## src/rtl/eea_ctrl.sv

```systemverilog
`default_nettype none
// ============================================================================
// Module  : eea_ctrl
// Brief   : Strobe sequencer driving a shift-add datapath to form a*x + b*y.
// Rev     : 1.0  initial release
// ============================================================================
module eea_ctrl #(
    parameter int NBITS = 8
) (
    input  logic             clk,
    input  logic             reset,
    input  logic             start,
    input  logic [NBITS-1:0] a,
    input  logic [NBITS-1:0] b,
    output logic             ready,
    output logic             done,
    output logic             plx,
    output logic             ply,
    output logic             clrrez,
    output logic             shiftx,
    output logic             shifty,
    output logic             sel,
    output logic             incxy,
    output logic             plrez,
    output logic [4:0]       status
);

    localparam int              c_CW   = (NBITS > 1) ? $clog2(NBITS) : 1;
    localparam logic [c_CW-1:0] c_LAST = c_CW'(NBITS - 1);

    // One-hot state codes double as the status word.
    localparam logic [4:0] c_IDLE = 5'b00001;
    localparam logic [4:0] c_LOAD = 5'b00010;
    localparam logic [4:0] c_MULX = 5'b00100;
    localparam logic [4:0] c_MULY = 5'b01000;
    localparam logic [4:0] c_DONE = 5'b10000;

    logic [4:0]       r_state;
    logic [NBITS-1:0] r_ma;
    logic [NBITS-1:0] r_mb;
    logic [c_CW-1:0]  r_cnt;

    always_ff @(posedge clk) begin
        if (reset) begin
            r_state <= c_IDLE;
            r_ma    <= '0;
            r_mb    <= '0;
            r_cnt   <= '0;
        end else begin
            case (r_state)
                c_IDLE: begin
                    if (start) begin
                        r_ma    <= a;
                        r_mb    <= b;
                        r_cnt   <= '0;
                        r_state <= c_LOAD;
                    end
                end
                c_LOAD: r_state <= c_MULX;
                c_MULX: begin
                    r_ma <= r_ma >> 1;
                    if (r_cnt == c_LAST) begin
                        r_cnt   <= '0;
                        r_state <= c_MULY;
                    end else begin
                        r_cnt <= r_cnt + c_CW'(1);
                    end
                end
                c_MULY: begin
                    r_mb <= r_mb >> 1;
                    if (r_cnt == c_LAST) begin
                        r_cnt   <= '0;
                        r_state <= c_DONE;
                    end else begin
                        r_cnt <= r_cnt + c_CW'(1);
                    end
                end
                c_DONE:  r_state <= c_IDLE;
                default: r_state <= c_IDLE;
            endcase
        end
    end

    // Strobes depend only on registered state, so no input reaches an output.
    assign ready  = (r_state == c_IDLE);
    assign done   = (r_state == c_DONE);
    assign plx    = (r_state == c_LOAD);
    assign ply    = (r_state == c_LOAD);
    assign clrrez = (r_state == c_LOAD);
    assign shiftx = (r_state == c_MULX);
    assign shifty = (r_state == c_MULY);
    assign sel    = (r_state == c_MULY);
    assign incxy  = (r_state == c_MULX) || (r_state == c_MULY);
    assign plrez  = ((r_state == c_MULX) && r_ma[0]) ||
                    ((r_state == c_MULY) && r_mb[0]);
    assign status = r_state;

endmodule
`default_nettype wire

```

## config.mk

```make
export PLATFORM = sky130hd
export DESIGN_NAME = eea_ctrl
export DESIGN_NICKNAME = d
export VERILOG_FILES = /design/src/rtl/eea_ctrl.sv
export SDC_FILE = /design/constraint.sdc
export NUM_CORES = 1
export LEC_CHECK = 0
export CORE_ASPECT_RATIO = 0.75
export CORE_UTILIZATION = 46
export CTS_CLUSTER_DIAMETER = 40
export DETAILED_ROUTE_END_ITERATION = 10
export GPL_TIMING_DRIVEN = 0
export PLACE_DENSITY_LB_ADDON = 0.25
export SLEW_MARGIN = 5
export SYNTH_ARGS = -nofsm -noshare
export SYNTH_HDL_FRONTEND = slang
export SYNTH_SLANG_ARGS = --single-unit
```

## constraint.sdc

```tcl
create_clock -name clk -period 2.1 [get_ports clk]
set_clock_uncertainty 0.05 [all_clocks]
set_input_delay 0.42 -clock clk [delete_from_list [all_inputs] [get_ports clk]]
set_output_delay 0.42 -clock clk [all_outputs]
set_load 0.1 [all_outputs]
```

==> metrics, run 1 <==
status=complete, but fails checks; failing checks=setup timing; CP Max Fanout=10; area delta synth->final=54.4%; slowest CP cell=dfxtp_4; final net count=about 200; I/O pin total=34; DP HPWL=2080 µm; Syn Std Cell Area=between 1000 and 1500 µm²; Vias=between 1,000 and 1,500; global-route wire length before repair=4680 µm; crit path launch type=flip-flop; ys async rst share=0%; crit path to=plrez; FF-to-FF Start=status[3]; RR Endpoint=r_ma[1]; router iterations before antenna repair=4; Worst slew margin=a little under two fifths; via count of the first global-routing pass=1,028; Main synth FF type=dfxtp_1; Ys Warns=0; Die ar.=2780 µm²; syn nets=160; most frequent cells in the layout=44 x nor2_1, 19 x dfxtp_1, 17 x clkdlybuf4s50_1; post-synthesis mux area share=about 1.7%; effective utilization at floorplan=around 50%; count of final setup violators=1; Leakage Power=~0.74 nW; fin worst setup slack=-0.0463 ns; CORE AREA=2360 µm²; main combinational cell family by area after synthesis=simple AND/OR/NAND/NOR gates; Tcrit/Tclk final=102%; met2 usage=35.4%; endpoints failing hold=0; Worst Path Arrival=~1.7 ns; Synth cell types=40; worst skew pair latency=between 0.3 and 0.4 ns; Power Density=between 500 and 600 nW/µm²; Max Slew Vio Count=0; worst hold slack=roughly 0.44 ns; largest net degree at the start of global routing=14; slowest stage delay, CP=slightly below 0.4 ns; CTS root buffer=clkbuf_4; max-capacitance violation count=0; Cells after Synth=139; Die W=~61 µm; Peak VDD IR=around 0.36 mV; DR iter-0 viols=44; worst slack, placed=-0.594 ns; Util after Layout=77.3%; setup TNS=-0.0463 ns; grt met3 use=under 10%; port bufs=32; global-route met1 utilization=31.0%; row count=15; CP Capture Type=primary output; Tot GR Track Use=about a quarter; placer congestion estimate=0.836; drt drc=0; Avg Cell Area, Syn=between 8 and 9 µm²; WP data required=~1.6 ns; Synth Area in Compound Gates=~11%; clk buf depth=2; worst-margin pin slew=0.951 ns; layout cells sized above 1=roughly 29%; EDFF count, synth=0; TritonCTS Buffers=3; Die Y=45.9 µm; unrepaired setup endpoints after global routing=yes; antenna violations before repair=0; crit path launch=status[0]; CTS tree=yes; Worst Hold Class=in2reg; Hold Buf Count CTS=0; Crit Path Class=reg2out; cell breakdown of the critical path=buf_8, nor2_2, nand3_4, clkinvlp_4, a22o_4, buf_12; CTS H-Tree Depth=1; Top Usage Layer GRT=met2; Post-Route WL=3110 µm; Seq/Total Area, Yosys=40.6%; Synth Area in Adders=around 2.1%; R2R depth=6; clk sinks=24; Synth Area in XOR/XNOR=less than 1%; Post-Synth Simple-Gate Area=a little under two fifths; Avg Vias per Cell=5.37; crit path time final=2.15 ns; n_diodes=0; Fill cells=~150; DR WL/cell=approximately 15 µm; R2R Setup Slk=0.32 ns; FMAX=roughly 0.47 GHz; Synth Register Bits=24; Clk pin slew, worst setup/hold paths=0.13 ns; total congestion overflow=0; most common cell after layout, fill and taps aside=nor2_1; Antenna Nets Post-Route=0
-- final cells by class --
type,instances,area [µm²],share of cell area [%]
Multi-Input combinational cell,100,714,39.1
Sequential cell,24,499,27.3
Timing Repair Buffer,37,395,21.6
Buffer,10,110,6.02
Tap cell,34,42.5,2.33
Clock buffer,4,36.3,1.98
Inverter,5,30.0,1.64
-- state kept, by name, summed over array words and instances, names as in the netlist --
| name | cells |
|---|---|
| r_cnt | 3 |
| r_ma | 8 |
| r_mb | 8 |
| status | 5 |
-- cell usage after synthesis (2+ instances only) --
master | instances | area, µm²
nor4_1 | 13 | 81.3
buf_4 | 4 | 30.0
buf_2 | 2 | 10.0
mux2i_1 | 2 | 20.0
ha_1 | 2 | 25.0
a21oi_1 | 2 | 10.0
dfxtp_1 | 24 | 480
nand2b_1 | 3 | 18.8
inv_1 | 5 | 18.8
nor3_1 | 3 | 15.0
clkbuf_1 | 2 | 7.51
a22oi_1 | 2 | 15.0
nor2_1 | 46 | 173
nand2_1 | 3 | 11.3
-- where the power goes --
| part | switching [mW] | internal (mW) | total (mW) |
|---|---|---|---|
| registers | 0.0245 | 0.483 | 0.508 |
| clock network | 0.140 | 0.106 | 0.246 |
| logic | 0.138 | 0.0994 | 0.237 |
-- cell families (layout without fill, tap and decap cells) --
kind of cell / count (synthesis) / count (layout)
xor gates and xnor gates: 1 / 1
buffers and inverters: 15 / 56
muxes: 2 / 2
adders and majority gates: 2 / 2
DFF: 24 / 24
and+or+nand+nor: 82 / 82
AOI/OAI and AO/OA: 13 / 13
-- metrics by stage --
step	total power, mW	cells	area, µm²
after floorplan	0.669	139	1280
after global placement	0.734	205	1650
after detailed placement	0.741	205	1650
after CTS	0.988	211	1760
after global routing	1.03	214	1830
final	0.991	214	1830
-- metal layers --
metal | vias up | share of wire, %
met3 | 10 | 4.0
met4 | 0 | 3.2
met2 | 37 | 48
met1 | 540 | 45
met5 | - | 0
li1 | 563 | -
-- repair_timing --
action	in CTS	in global routing
endpoints found under the setup margin	15	12
pin swaps	1	1
endpoints found under the hold margin	0	0
resized for setup	85	15
setup buffers	2	3
-- worst min-delay path by stage --
stage	slack, ns	endpoint	cells past startpoint	startpoint
final	0.44	r_ma[0]	2	reset
after global routing	0.46	r_mb[3]	2	r_mb[3]
after CTS	0.41	r_ma[1]	2	reset
after detailed placement	0.43	r_ma[7]	2	r_ma[7]
after global placement	0.41	r_ma[7]	2	r_ma[7]
after floorplan	0.40	r_ma[7]	2	r_ma[7]
-- critical path, delay by kind of cell (launching register included) --
family / cells / cell delay, ns
AOI/OAI and AO/OA: 1 / 0.13
buffers and inverters: 3 / 0.46
DFF: 1 / 0.39
and+or+nand+nor: 2 / 0.36
Power figures use the tool's default switching activity.
==> inputs of run 2 (changes only) <==
Settings changed: CORE_UTILIZATION 46 to 45.
==> metrics, run 2 (synthesis results as in run 1) <==
global-route wire length before repair=5070 µm (was 4680 µm); Tot GR Track Use=25.1% (was 23.6%); CP Max Fanout=10 (unchanged); fin worst setup slack=0.00263 ns (was -0.0463 ns); Antenna Nets Post-Route=0 (unchanged); # placed instances=205 (unchanged); Tcrit/Tclk final=99.9% (was 102%); CTS root buffer=clkbuf_4 (unchanged); WP data required=1.63 ns (about the same); CORE AREA=2380 µm² (was 2360 µm²); I/O pin total=34 (unchanged); clk sinks=24 (unchanged); crit path time final=2.10 ns (was 2.15 ns); R2R depth=6 (unchanged); setup TNS=0 ns (was -0.0463 ns); Crit Path Class=reg2out (unchanged); worst slack, placed=-0.603 ns (was -0.594 ns); Worst Path Arrival=1.63 ns (was 1.68 ns); Worst Hold Class=in2reg (unchanged); area delta synth->final=55.7% (was 54.4%); Worst slew margin=35.5% (was 36.9%); layout cells sized above 1=30.2% (was 29.4%); Power Density=547 nW/µm² (was 542 nW/µm²); row count=15 (unchanged); CTS tree=yes (unchanged); placer congestion estimate=0.820 (was 0.836); Clk pin slew, worst setup/hold paths=0.13 ns (about the same); RR Endpoint=r_mb[6] (was r_ma[1]); Worst Hold Launch=reset (unchanged); FF-to-FF Start=status[2] (was status[3]); Hold Buf Count CTS=0 (unchanged); worst-margin pin slew=0.971 ns (was 0.951 ns); Post-Route WL=3350 µm (was 3110 µm); Hold Crit Depth=2 (unchanged); status=complete, no violations (was complete, but fails checks); Max Slew Vio Count=0 (unchanged); endpoints failing hold=0 (unchanged); Die ar.=2840 µm² (was 2780 µm²); most frequent cells in the layout=44 x nor2_1, 19 x dfxtp_1, 17 x clkdlybuf4s50_1 (unchanged); Placed Area=1650 µm² (unchanged); Fill cells=176 (was 152); post-route insts no fill=216 (was 214); CP Capture Type=primary output (unchanged); FF/Latch Area=499 µm² (unchanged); R2R Setup Slk=0.29 ns (was 0.32 ns); Die W=61.2 µm (was 60.6 µm); total congestion overflow=0 (unchanged); Peak VDD IR=0.366 mV (was 0.363 mV); worst skew pair latency=0.32 ns (about the same); DR WL/cell=15.5 µm (was 14.5 µm); most common cell after layout, fill and taps aside=nor2_1 (unchanged); router iterations before antenna repair=4 (unchanged); FMAX=0.477 GHz (was 0.466 GHz); TritonCTS Buffers=3 (unchanged); Avg Vias per Cell=5.49 (was 5.37); max-capacitance violation count=0 (unchanged); DP HPWL=2250 µm (was 2080 µm); Vias=1,185 (was 1,150); post-route cell area=1840 µm² (was 1830 µm²); Multi-input gate area=719 µm² (was 714 µm²); effective utilization at floorplan=49.7% (was 50.1%); drt drc=0 (unchanged); port bufs=32 (unchanged); final net count=204 (was 202); via count of the first global-routing pass=1,076 (was 1,028); crit path launch type=flip-flop (unchanged); count of final setup violators=0 (was 1); DR iter-0 viols=34 (was 44); Die Y=46.4 µm (was 45.9 µm); largest net degree at the start of global routing=14 (unchanged); Leakage Power=0.745 nW (was 0.736 nW); n_diodes=0 (unchanged); unrepaired setup endpoints after global routing=yes (unchanged); antenna violations before repair=0 (unchanged); CTS H-Tree Depth=1 (unchanged); Hold Path Sink=r_ma[1] (was r_ma[0]); clk buf depth=2 (unchanged); Final Power=1.01 mW (was 991 µW)
run 2: changes by cell type in the layout (fill, tap and decap cells not counted), sizes merged:
cell and delta:
buf +3, clkbuf -1
run 2: timing repair:
item                       CTS  global route
setup endpoints to repair   15             9
gates cloned                 0             0
buffers inserted             2             5
gates resized for setup     89             9
pin swaps                    3             3
run 2: worst max path at each step:
stage | from | end | slack (ns) | cells after the start
global route | status[3] | plx | -0.05 | 7
finish | status[3] | plx | 0.003 | 7
floorplan | status[0] | plrez | -0.31 | 5
detailed placement | status[0] | plrez | -0.60 | 6
global placement | status[0] | plrez | -0.58 | 6
CTS | status[3] | plrez | -0.006 | 6
run 2: worst max-delay path: stages (launching register included):
cell        delay, ns
dfxtp_4          0.38
buf_12           0.14
nor2_4           0.15
nand4bb_4        0.15
clkinvlp_4       0.13
buf_6            0.10
buf_12           0.08
buf_12           0.16
run 2: layout make-up:
| class | instances | share of cell area (%) |
|---|---|---|
| Clock buffer | 4 | 1.97 |
| Timing Repair Buffer | 39 | 22.2 |
| Buffer | 10 | 5.77 |
| Inverter | 5 | 1.63 |
| Multi-Input combinational cell | 100 | 39.0 |
| Tap cell | 34 | 2.31 |
| Sequential cell | 24 | 27.1 |
run 2: through the flow:
| step | util [%] | hold slack [ns] |
|---|---|---|
| after floorplan | - | 0.401 |
| after global placement | 69.1 | 0.414 |
| after detailed placement | 69.1 | 0.427 |
| after CTS | 74.5 | 0.423 |
| after global routing | 77.3 | 0.442 |
| final | 77.3 | 0.430 |
run 2: layer usage:
layer  GRT usage [%]  up-vias  share of wire (%)  wire length [µm]
met3            6.18        8                4.2               141
li1                -      570                  -                 -
met2            45.9       32                 54              1790
met4            6.36        0                1.8                59
met5               0        -                  0                 0
met1            29.5      575                 40              1360
run 2: report_power, final:
part           leakage, nW  internal (mW)  total (mW)  switching, mW
Sequential           0.200          0.483       0.509         0.0261
Combinational        0.524          0.109       0.251          0.142
Clock               0.0210          0.106       0.247          0.141
Total                0.745          0.698        1.01          0.309
==> inputs of run 3 (changes only) <==
Settings changed: CORE_UTILIZATION 45 to 38, CTS_CLUSTER_SIZE from default to 10.
==> metrics, run 3 (synthesis results as in run 1) <==
I/O pin total=34 (unchanged); DP HPWL=1980 µm (was 2250 µm); CTS root buffer=clkbuf_8 (was clkbuf_4); Max Slew Vio Count=0 (unchanged); Power Density=584 nW/µm² (was 547 nW/µm²); area delta synth->final=51.6% (was 55.7%); n_diodes=0 (unchanged); CP Max Fanout=10 (unchanged); R2R Setup Slk=0.35 ns (was 0.29 ns); crit path launch=status[3] (unchanged); clk sinks=24 (unchanged); unrepaired setup endpoints after global routing=yes (unchanged); Peak VDD IR=0.541 mV (was 0.366 mV); RR Endpoint=r_ma[5] (was r_mb[6]); most common cell after layout, fill and taps aside=nor2_1 (unchanged); crit path launch type=flip-flop (unchanged); Placed Area=1650 µm² (about the same); Antenna Nets Post-Route=0 (unchanged); crit path time final=2.07 ns (was 2.10 ns); cell breakdown of the critical path=buf_6, nor2b_1, nand2_2, clkinvlp_4, a22o_4, buf_8 (was buf_12, nor2_4, nand4bb_4, clkinvlp_4, buf_6, buf_12, buf_12); antenna violations before repair=0 (unchanged); Crit Path Class=reg2out (unchanged); port bufs=32 (unchanged); worst skew pair latency=0.26 ns (was 0.32 ns); TritonCTS Buffers=3 (unchanged); clk buf depth=2 (unchanged); DR iter-0 viols=32 (was 34); final net count=202 (was 204); Hold Path Sink=r_ma[7] (was r_ma[1]); layout cells sized above 1=27.8% (was 30.2%); Leakage Power=0.722 nW (was 0.745 nW); via count of the first global-routing pass=1,007 (was 1,076); largest net degree at the start of global routing=14 (unchanged); max-capacitance violation count=0 (unchanged); Worst Hold Launch=r_ma[7] (was reset); fin worst setup slack=0.0257 ns (was 0.00263 ns); Tcrit/Tclk final=98.8% (was 99.9%); drt drc=0 (unchanged); Vias=1,104 (was 1,185); Worst Path Arrival=1.60 ns (was 1.63 ns); CTS H-Tree Depth=1 (unchanged); endpoints failing hold=0 (unchanged); slowest CP cell=dfxtp_4 (unchanged); CP Capture Type=primary output (unchanged); Worst Hold Class=reg2reg (was in2reg); count of final setup violators=0 (unchanged); worst-margin pin slew=0.964 ns (was 0.971 ns); Hold Buf Count CTS=0 (unchanged); Util after Layout=60.7% (was 77.3%); global-route wire length before repair=4600 µm (was 5070 µm); worst slack, placed=-0.587 ns (was -0.603 ns); post-route insts no fill=218 (was 216); Post-Route WL=3050 µm (was 3350 µm); status=complete, no violations (unchanged); CTS tree=yes (unchanged); slowest stage delay, CP=0.35 ns (was 0.38 ns); DR WL/cell=14.0 µm (was 15.5 µm); router iterations before antenna repair=4 (unchanged); total congestion overflow=0 (unchanged); effective utilization at floorplan=40.0% (was 49.7%); # placed instances=209 (was 205); Die Y=50.3 µm (was 46.4 µm); WP data required=1.63 ns (about the same); Die ar.=3340 µm² (was 2840 µm²); post-route cell area=1790 µm² (was 1840 µm²); Hold Crit Depth=2 (unchanged); CORE AREA=2960 µm² (was 2380 µm²); most frequent cells in the layout=44 x nor2_1, 19 x dfxtp_1, 17 x clkdlybuf4s50_1 (unchanged); R2R depth=5 (was 6); Avg Vias per Cell=5.06 (was 5.49); FF-to-FF Start=status[2] (unchanged); Tot GR Track Use=18.2% (was 25.1%); FMAX=0.482 GHz (was 0.477 GHz); placer congestion estimate=0.857 (was 0.820); Clk pin slew, worst setup/hold paths=0.08 ns (was 0.13 ns); Die W=66.4 µm (was 61.2 µm); Worst slew margin=36.0% (was 35.5%); row count=17 (was 15)
[run 3: through the flow]
stage	power (mW)	TNS (ns)	hold slack, ns
after floorplan	0.669	-0.920	0.401
after global placement	0.736	-5.46	0.413
after detailed placement	0.741	-5.76	0.422
after CTS	1.05	-0.104	0.435
after global routing	1.11	-0.0739	0.454
final	1.05	0	0.430
[run 3: timing repair]
action | 4_1_cts | 5_1_grt
buffers inserted | 0 | 5
resized for setup | 68 | 13
pin swaps | 0 | 2
endpoints found under the hold margin | 0 | 0
endpoints found under the setup margin | 15 | 10
[run 3: worst max path at each step]
stage | end | cells past startpoint
3_3_place_gp | plrez | 6
6_report | plrez | 6
2_1_floorplan | plrez | 5
5_1_grt | plrez | 6
4_1_cts | plrez | 6
3_5_place_dp | plrez | 6
[run 3: cell type report]
cell class / count / area, µm²
timing repair buffer: 37 / 368
sequential: 24 / 499
multi-input combinational: 100 / 702
fill: 240 / 1160
buffer: 10 / 92.6
tap: 38 / 47.5
inverter: 5 / 30.0
clock buffer: 4 / 55.1
[run 3: power by group]
group,internal (mW),switching (mW),leakage (nW)
registers,0.483,0.0237,0.200
clock network,0.167,0.139,0.0288
logic,0.0965,0.137,0.493
[run 3: critical path: cells and delay by family (launching register included)]
| kind | cells | cell delay [ns] |
|---|---|---|
| buf+inv | 3 | 0.43 |
| flops | 1 | 0.35 |
| simple gates | 2 | 0.29 |
| compound gates | 1 | 0.27 |
[run 3: layer usage]
metal  share of wire, %  global-route usage [%]  vias up  wire (µm)
met5                  0                       0        -          0
met4               0.30                    4.26        0          9
met3                3.2                    4.09        2         97
met2                 49                    28.7       16       1500
met1                 47                    25.1      523       1440
li1                   -                       -      563          -
